[src/rtl/clkdiv_prog.sv]
// Programmable clock divider: out toggles every div+1 cycles of `in`, giving a 50% duty
// square wave at f(in)/(2*(div+1)), with a one-cycle `reset` status pulse after each wrap.
module clkdiv_prog #(
  parameter int n = 4
) (
  input  logic         in,
  input  logic [n-1:0] div,
  output logic         out,
  output logic         reset
);

  localparam logic [n-1:0] cnt_one = n'(1);

  // NOTE: no reset input exists, so every flop powers up from its declaration initializer
  // (FPGA flop init); these are not initial blocks and carry no simulation-only behaviour.
  logic [n-1:0] cnt_q   = '0;
  logic         out_q   = 1'b0;
  logic         reset_q = 1'b0;

  logic [n-1:0] cnt_d;
  logic         out_d;
  logic         reset_d;
  logic         wrap;

  // div is compared live; lowering it below cnt forces a wrap on the next edge
  // instead of letting the counter run all the way round.
  assign wrap = (cnt_q >= div);

  // NOTE: every output of this block gets a default first, so no latch can be inferred.
  always_comb begin
    cnt_d   = cnt_q + cnt_one;
    out_d   = out_q;
    reset_d = 1'b0;
    if (wrap) begin
      cnt_d   = '0;
      out_d   = ~out_q;
      reset_d = 1'b1;
    end
  end

  // NOTE: non-blocking assignments keep all three flops updating from the same pre-edge values.
  always_ff @(posedge in) begin
    cnt_q   <= cnt_d;
    out_q   <= out_d;
    reset_q <= reset_d;
  end

  assign out   = out_q;
  assign reset = reset_q;

endmodule

[config.mk]
export PLATFORM = sky130hd
export DESIGN_NAME = clkdiv_prog
export DESIGN_NICKNAME = d
export VERILOG_FILES = /design/src/rtl/clkdiv_prog.sv
export SDC_FILE = /design/constraint.sdc
export NUM_CORES = 1
export LEC_CHECK = 0
export CAP_MARGIN = 20
export CORE_AREA = 2 2 39 41
export DETAILED_ROUTE_END_ITERATION = 7
export DIE_AREA = 0 0 41 43
export SYNTH_ARGS = -nofsm -noshare
export SYNTH_HDL_FRONTEND = slang
export SYNTH_SLANG_ARGS = --single-unit
export TNS_END_PERCENT = 50
[constraint.sdc]
create_clock -name in -period 1.9 [get_ports in]
set_input_delay 0.38 -clock in [delete_from_list [all_inputs] [get_ports in]]
set_output_delay 0.38 -clock in [all_outputs]
set_load 0.02 [all_outputs]
==> impl_metrics.csv, run 1 <==
group,metric,value,unit
layout,layoutNonFillerInstCount,58,
synth,yosys-top-cells-area,"dfxtp_1, ha_1, edfxtp_1",
synth,synthArstFlopShare,0,%
cts,cts_made_buffers,3,
detailed_routing,top_layer_used,"met4",
floorplanning,die_height,43,um
pwr,p_int,0.4337,mW
setup_path,r2r_start,"cnt_q[3]",
sta,setup_viol,0,
synth,synth_top_area_share,31.50,%
sta,slew_violations,0,
sta,grt_setup_unrepaired,"no",
status,status,"completed",
hold_path,worstHoldStart,"cnt_q[0]",
detailed_routing,drcViolationCount,0,
global_route,grt_pass1_wl,793,um
setup_path,cp.required,1.90,ns
job,drv_cap,0,
floorplanning,die_x,41,um
cts,htreeDepth,1,
placed_design,pre_cts_ws,-0.002531,ns
synth,synth.cell_area,317.8,um2
pwr,powerDensity,1526,nW/um2
synth,ys_top_cells_by_count,"inv_1, dfxtp_1, ha_1, nor3_1, nand3_1",
setup_path,worstPathCellList,"clkdlybuf4s50_1 -> inv_1 -> ha_1 -> a21oi_2 -> nand2_2 -> or2_1",
placed_design,placed_area,412.9,um2
floorplanning,start_util,22.97,%
hold_path,holdCritPathClass,"flop to flop",
sta,finalWorstSetupSlack,0.2412,ns
global_route,antenna_found_initial,0,
detailed_routing,dr_total_vias,236,
cts,cts_buffer_depth,2,
global_route,overflow,0,
floorplanning,rows,14,
cts,clock_latency,0.25,ns
cts,cts_root_buf,"clkbuf_4",
synth,ys_types,14,
detailed_routing,drt-pass1-iter-count,4,
pwr,max-vdd-ir-drop,417.3,uV
pwr,p_leak,0.2059,nW
cts,postCtsResizedCells,0,
synth,synth_ff_type,"dfxtp_1",
layout,fin_area,439.2,um2
sta,relSlewSlack,85.85,%
global_route,grt_max_degree,5,
synth,synth.avg_cell_area,10.59,um2
placed_design,dp_hpwl,403.6,um
setup_path,cp-end-kind,"flop",
cts,cts_tree,"done",
detailed_routing,wirelength,509,um
pwr,p_sw,0.2365,mW
layout,drive_above_1_share,23.81,%
global_route,grt_usage,7.560,%
synth,synth_top_area_cell,"dfxtp_1",
sta,setup_tns,0,ns
pwr,total_power,0.6702,mW
detailed_routing,ant_nets,0,
sta,worst_slew_pin_slew,0.2115,ns
sta,finalClockSkew,0.01244,ns
synth,synth-edff-count,1,
floorplanning,ios,7,
sta,hold_viol,0,
setup_path,crit_type,"input pin to flop",
setup_path,max_stage_delay,0.45,ns
setup_path,path_max_fanout,3,
setup_path,critPathSlowestCell,"clkdlybuf4s50_1",
sta,fin_crit,1.659,ns
setup_path,crit_start,"div[3]",
cts,cts.sinks,6,
detailed_routing,drtIter0Drc,3,
detailed_routing,wire_per_inst,8.776,um
synth,ys_seq_area_share,40.94,%
pwr,pwr-share-seq,34.9,%
layout,area_growth,38.19,%
placed_design,portBuffers,6,
placed_design,place_congestion,0.6375,
synth,postSynthCellCount,30,
cts,clkSlewWorstSetupHoldPaths,0.05,ns
placed_design,place_inst,54,
layout,n_antenna_cell,0,
setup_path,cp-start-kind,"input pin",
cts,post_cts.repair.setup_buffers,0,
detailed_routing,wl_met3,20,um
detailed_routing,viasPerCell,4.069,
cts,cts_hold_buffers,0,
setup_path,crit_arrival,1.66,ns
synth,synth-seq-cells,6,
floorplanning,design.core.area,1384,um2
sta,fmax,0.6028,GHz
detailed_routing,wl_met1,220,um
synth,syn-num-nets,40,
pwr,swShare,35.28,%
synth,yosysWarnings,0,
synth,synth.most_common_cell,"inv_1",
sta,fin_crit_sh,87.31,%
global_route,grt_pass1_vias,203,
floorplanning,dieArea,1763,um2
detailed_routing,wl_met2,253,um
pwr,combPwrFrac,46.2,%
pwr,pwr-share-clk,18.9,%
layout,fin_nets,53,
worst paths after layout:
path                            depth (start not counted)  slack (ns)        to
worst max register to register                          4        0.56       out
worst min register to register                          1        0.50  cnt_q[0]
worst max-delay path                                    6        0.24       out
worst min-delay path                                    1        0.50  cnt_q[0]
power by group through the flow:
stage / registers [mW] / clock network, mW / logic [mW]
global route: 0.243 / 0.144 / 0.349
floorplan: 0.250 / 0 / 0.195
CTS: 0.236 / 0.133 / 0.315
finish: 0.234 / 0.127 / 0.310
global placement: 0.238 / 0 / 0.304
detailed placement: 0.238 / 0 / 0.312
area by class of cell:
type / count / area (um2)
fill: 142 / 944.7
multi-input combinational: 18 / 165.2
sequential: 6 / 130.1
timing repair buffer: 8 / 75.07
clock buffer: 4 / 26.28
inverter: 6 / 22.52
tap: 16 / 20.02
metrics by stage:
stage / hold slack [ns] / utilization, %
2_1_floorplan: 0.4510 / -
3_3_place_gp: 0.4954 / 29.84
3_5_place_dp: 0.4882 / 29.84
4_1_cts: 0.4961 / 31.74
5_1_grt: 0.5269 / 31.74
6_report: 0.4951 / 31.74
sequential cells by signal, indices dropped and copies added, names as in the netlist:
| register | flops |
|---|---|
| reset | 1 |
| cnt_q | 4 |
| out | 1 |
worst max-delay path: cells and delay by family:
family                     cells  cell delay, ns
adders and majority gates      1            0.33
buffers and inverters          2            0.49
AOI/OAI and AO/OA              1            0.15
and+or+nand+nor                2            0.30
layer usage:
layer  vias up  GRT usage, %
met4         0         8.000
met3         2         3.141
li1        125             -
met2         4         9.375
met5         -             0
met1       105         8.795
cells by family (layout without fill, tap and decap cells):
| kind of cell | Yosys count | after routing | share of synthesized area [%] |
|---|---|---|---|
| XOR/XNOR | 2 | 2 | 5.513 |
| AND/OR/NAND/NOR | 9 | 9 | 18.90 |
| adder cells (fa/ha/maj) | 5 | 5 | 19.69 |
| buffers and inverters | 6 | 18 | 7.086 |
| flip-flops | 6 | 6 | 40.95 |
| AO/OA/AOI/OAI | 2 | 2 | 7.876 |
placed cells by master, fill, tap and decap left out:
cell type	instances
inv_1	6
nor3_1	3
nand3_2	1
buf_4	2
clkdlybuf4s50_1	6
clkbuf_4	3
ha_1	5
a21oi_2	1
nand2_2	1
nor3b_2	1
dfxtp_1	5
xnor2_1	1
a21oi_4	1
nand3_1	2
or2_1	1
edfxtp_1	1
xor2_1	1
clkbuf_1	1
Note: power is estimated with default switching activity, not from simulation.
==> run 2: changes to the inputs <==
Settings changed: CTS_CLUSTER_DIAMETER from default to 150.
==> results of run 2 <==
The final DEF is identical to that of run 1; final timing and power are the same.
==> variant, RTL diff (settings of run 1) <==
Put one more register stage on the output `out`, without a reset. The value now appears one clock later. The other outputs are not delayed to match. Comments in the files are not updated.
--- a/src/rtl/clkdiv_prog.sv
+++ b/src/rtl/clkdiv_prog.sv
@@ -46,5 +46,7 @@
   end
 
-  assign out   = out_q;
+  always_ff @(posedge in) begin
+    out <= out_q;
+  end
   assign reset = reset_q;
 
Check against the original RTL: not equivalent (Yosys sat finds a counterexample within 4 cycles, from zero or initial values).
==> variant against run 1 <==
  * Sequential cell count is 1 higher
  * Worst hold slack worse by 120 ps
  * Combinational power is 3% higher
  * Worst setup slack worse by 8.5 ps
  * Via count is 5.9% higher
  * Wire length is 8.3% higher
  * Area after synthesis is 6.3% higher
  * Highest routed layer is now met3
  * Largest power group unchanged
  * Power is 6.9% higher
  * Cell area is 4.6% higher
==> variant: results (changes against run 1) <==
[sta]
slew_violations = 0  ; unchanged

[cts]
clkTransAtPathRegs_ps = 50  ; about the same
post-cts-setup-buffer-count = 0  ; unchanged
cts_buffers = 3  ; unchanged
post_cts_resized = 0  ; unchanged

[finish]
fillers = 151  ; was 142
drive_gt1_share_pct = 23.3  ; was 23.8%
finalNetCount = 54  ; was 53

[logic_synthesis]
synth-edff-count = 1  ; unchanged
ys_seq_area_share_pct = 44.4  ; was 40.9%
syn-num-nets = 41  ; was 40

[global_route]
grt_pass1_wl_um = 903  ; was 793 um
antenna_found_initial = 0  ; unchanged
grt_usage_pct = 8.26  ; was 7.56%
grt_pass1_vias = 226  ; was 203

[detailed_routing]
dr.pass1.iters = 3  ; was 4
first_iter_violations = 5  ; was 3
via_per_inst = 4.24  ; was 4.07
wire_per_inst_um = 9.34  ; was 8.78 um

[setup_path]
cp_slowest_cell = clkdlybuf4s50_1  ; unchanged

[power]
p_leak_nw = 0.214  ; was 0.206 nW
ir_drop_uv = 329  ; was 417 uV

[worst_hold_path]
hp-class = flip-flop to flip-flop  ; unchanged

[placement]
place.gp.congestion = 0.690  ; was 0.638
hpwl_um = 445  ; was 404 um

[status]
outcome = finished, final reports clean  ; unchanged

==> variant: cell types whose count changed after synthesis, sizes merged <==
cell and change:
dfxtp +1
==> variant: final cells by class <==
type	instances	area, um^2	area share, %
Clock buffer	4	26.3	5.72
Inverter	6	22.5	4.90
Multi-Input combinational cell	18	165	36.0
Sequential cell	7	150	32.7
Tap cell	16	20.0	4.36
Timing Repair Buffer	8	75.1	16.3
==> variant: kinds of logic (layout without fill, tap and decap cells) <==
logic type / Yosys count / after routing / synth area share, %
simple gates: 9 / 9 / 17.8
flops: 7 / 7 / 44.4
xor+xnor: 2 / 2 / 5.19
fa+ha+maj: 5 / 5 / 18.5
buf+inv: 6 / 18 / 6.67
compound gates: 2 / 2 / 7.41
==> variant: path summary, 6_finish.rpt <==
check,start,to,slack [ps],cells after the start
worst max-delay path,div[3],out_q,230,6
worst max register to register,cnt_q[3],out_q,550,4
worst min register to register,out_q,out,380,0
worst min-delay path,out_q,out,380,0
==> variant: metal layers <==
metal  up-vias  track usage [%]  wire length [um]
met5         -                0                 0
met2         3             9.06               285
met3         0             1.57                 9
li1        128                -                 -
met4         0             10.0                 0
met1       119             11.4               257
==> variant: worst register-to-register path: stages, from the launching register on <==
cell and delay (ps):
dfxtp_1 320, ha_1 330, a21oi_2 160, nand2_2 70, or2_1 220
==> variant: metrics by stage <==
| stage | utilization [%] | setup WS (ps) | cells | instance area, um^2 |
|---|---|---|---|---|
| after floorplan | - | 484 | 31 | 338 |
| after global placement | 31.3 | 24.9 | 55 | 433 |
| after detailed placement | 31.3 | 2.16 | 55 | 433 |
| after CTS | 33.2 | 234 | 59 | 459 |
| after global routing | 33.2 | 198 | 59 | 459 |
| final | 33.2 | 233 | 59 | 459 |
==> variant: report_power, final <==
group / internal [mW] / total, mW / switching, mW
logic: 0.163 / 0.318 / 0.155
registers: 0.226 / 0.266 / 0.0405
clock network: 0.0799 / 0.132 / 0.0521
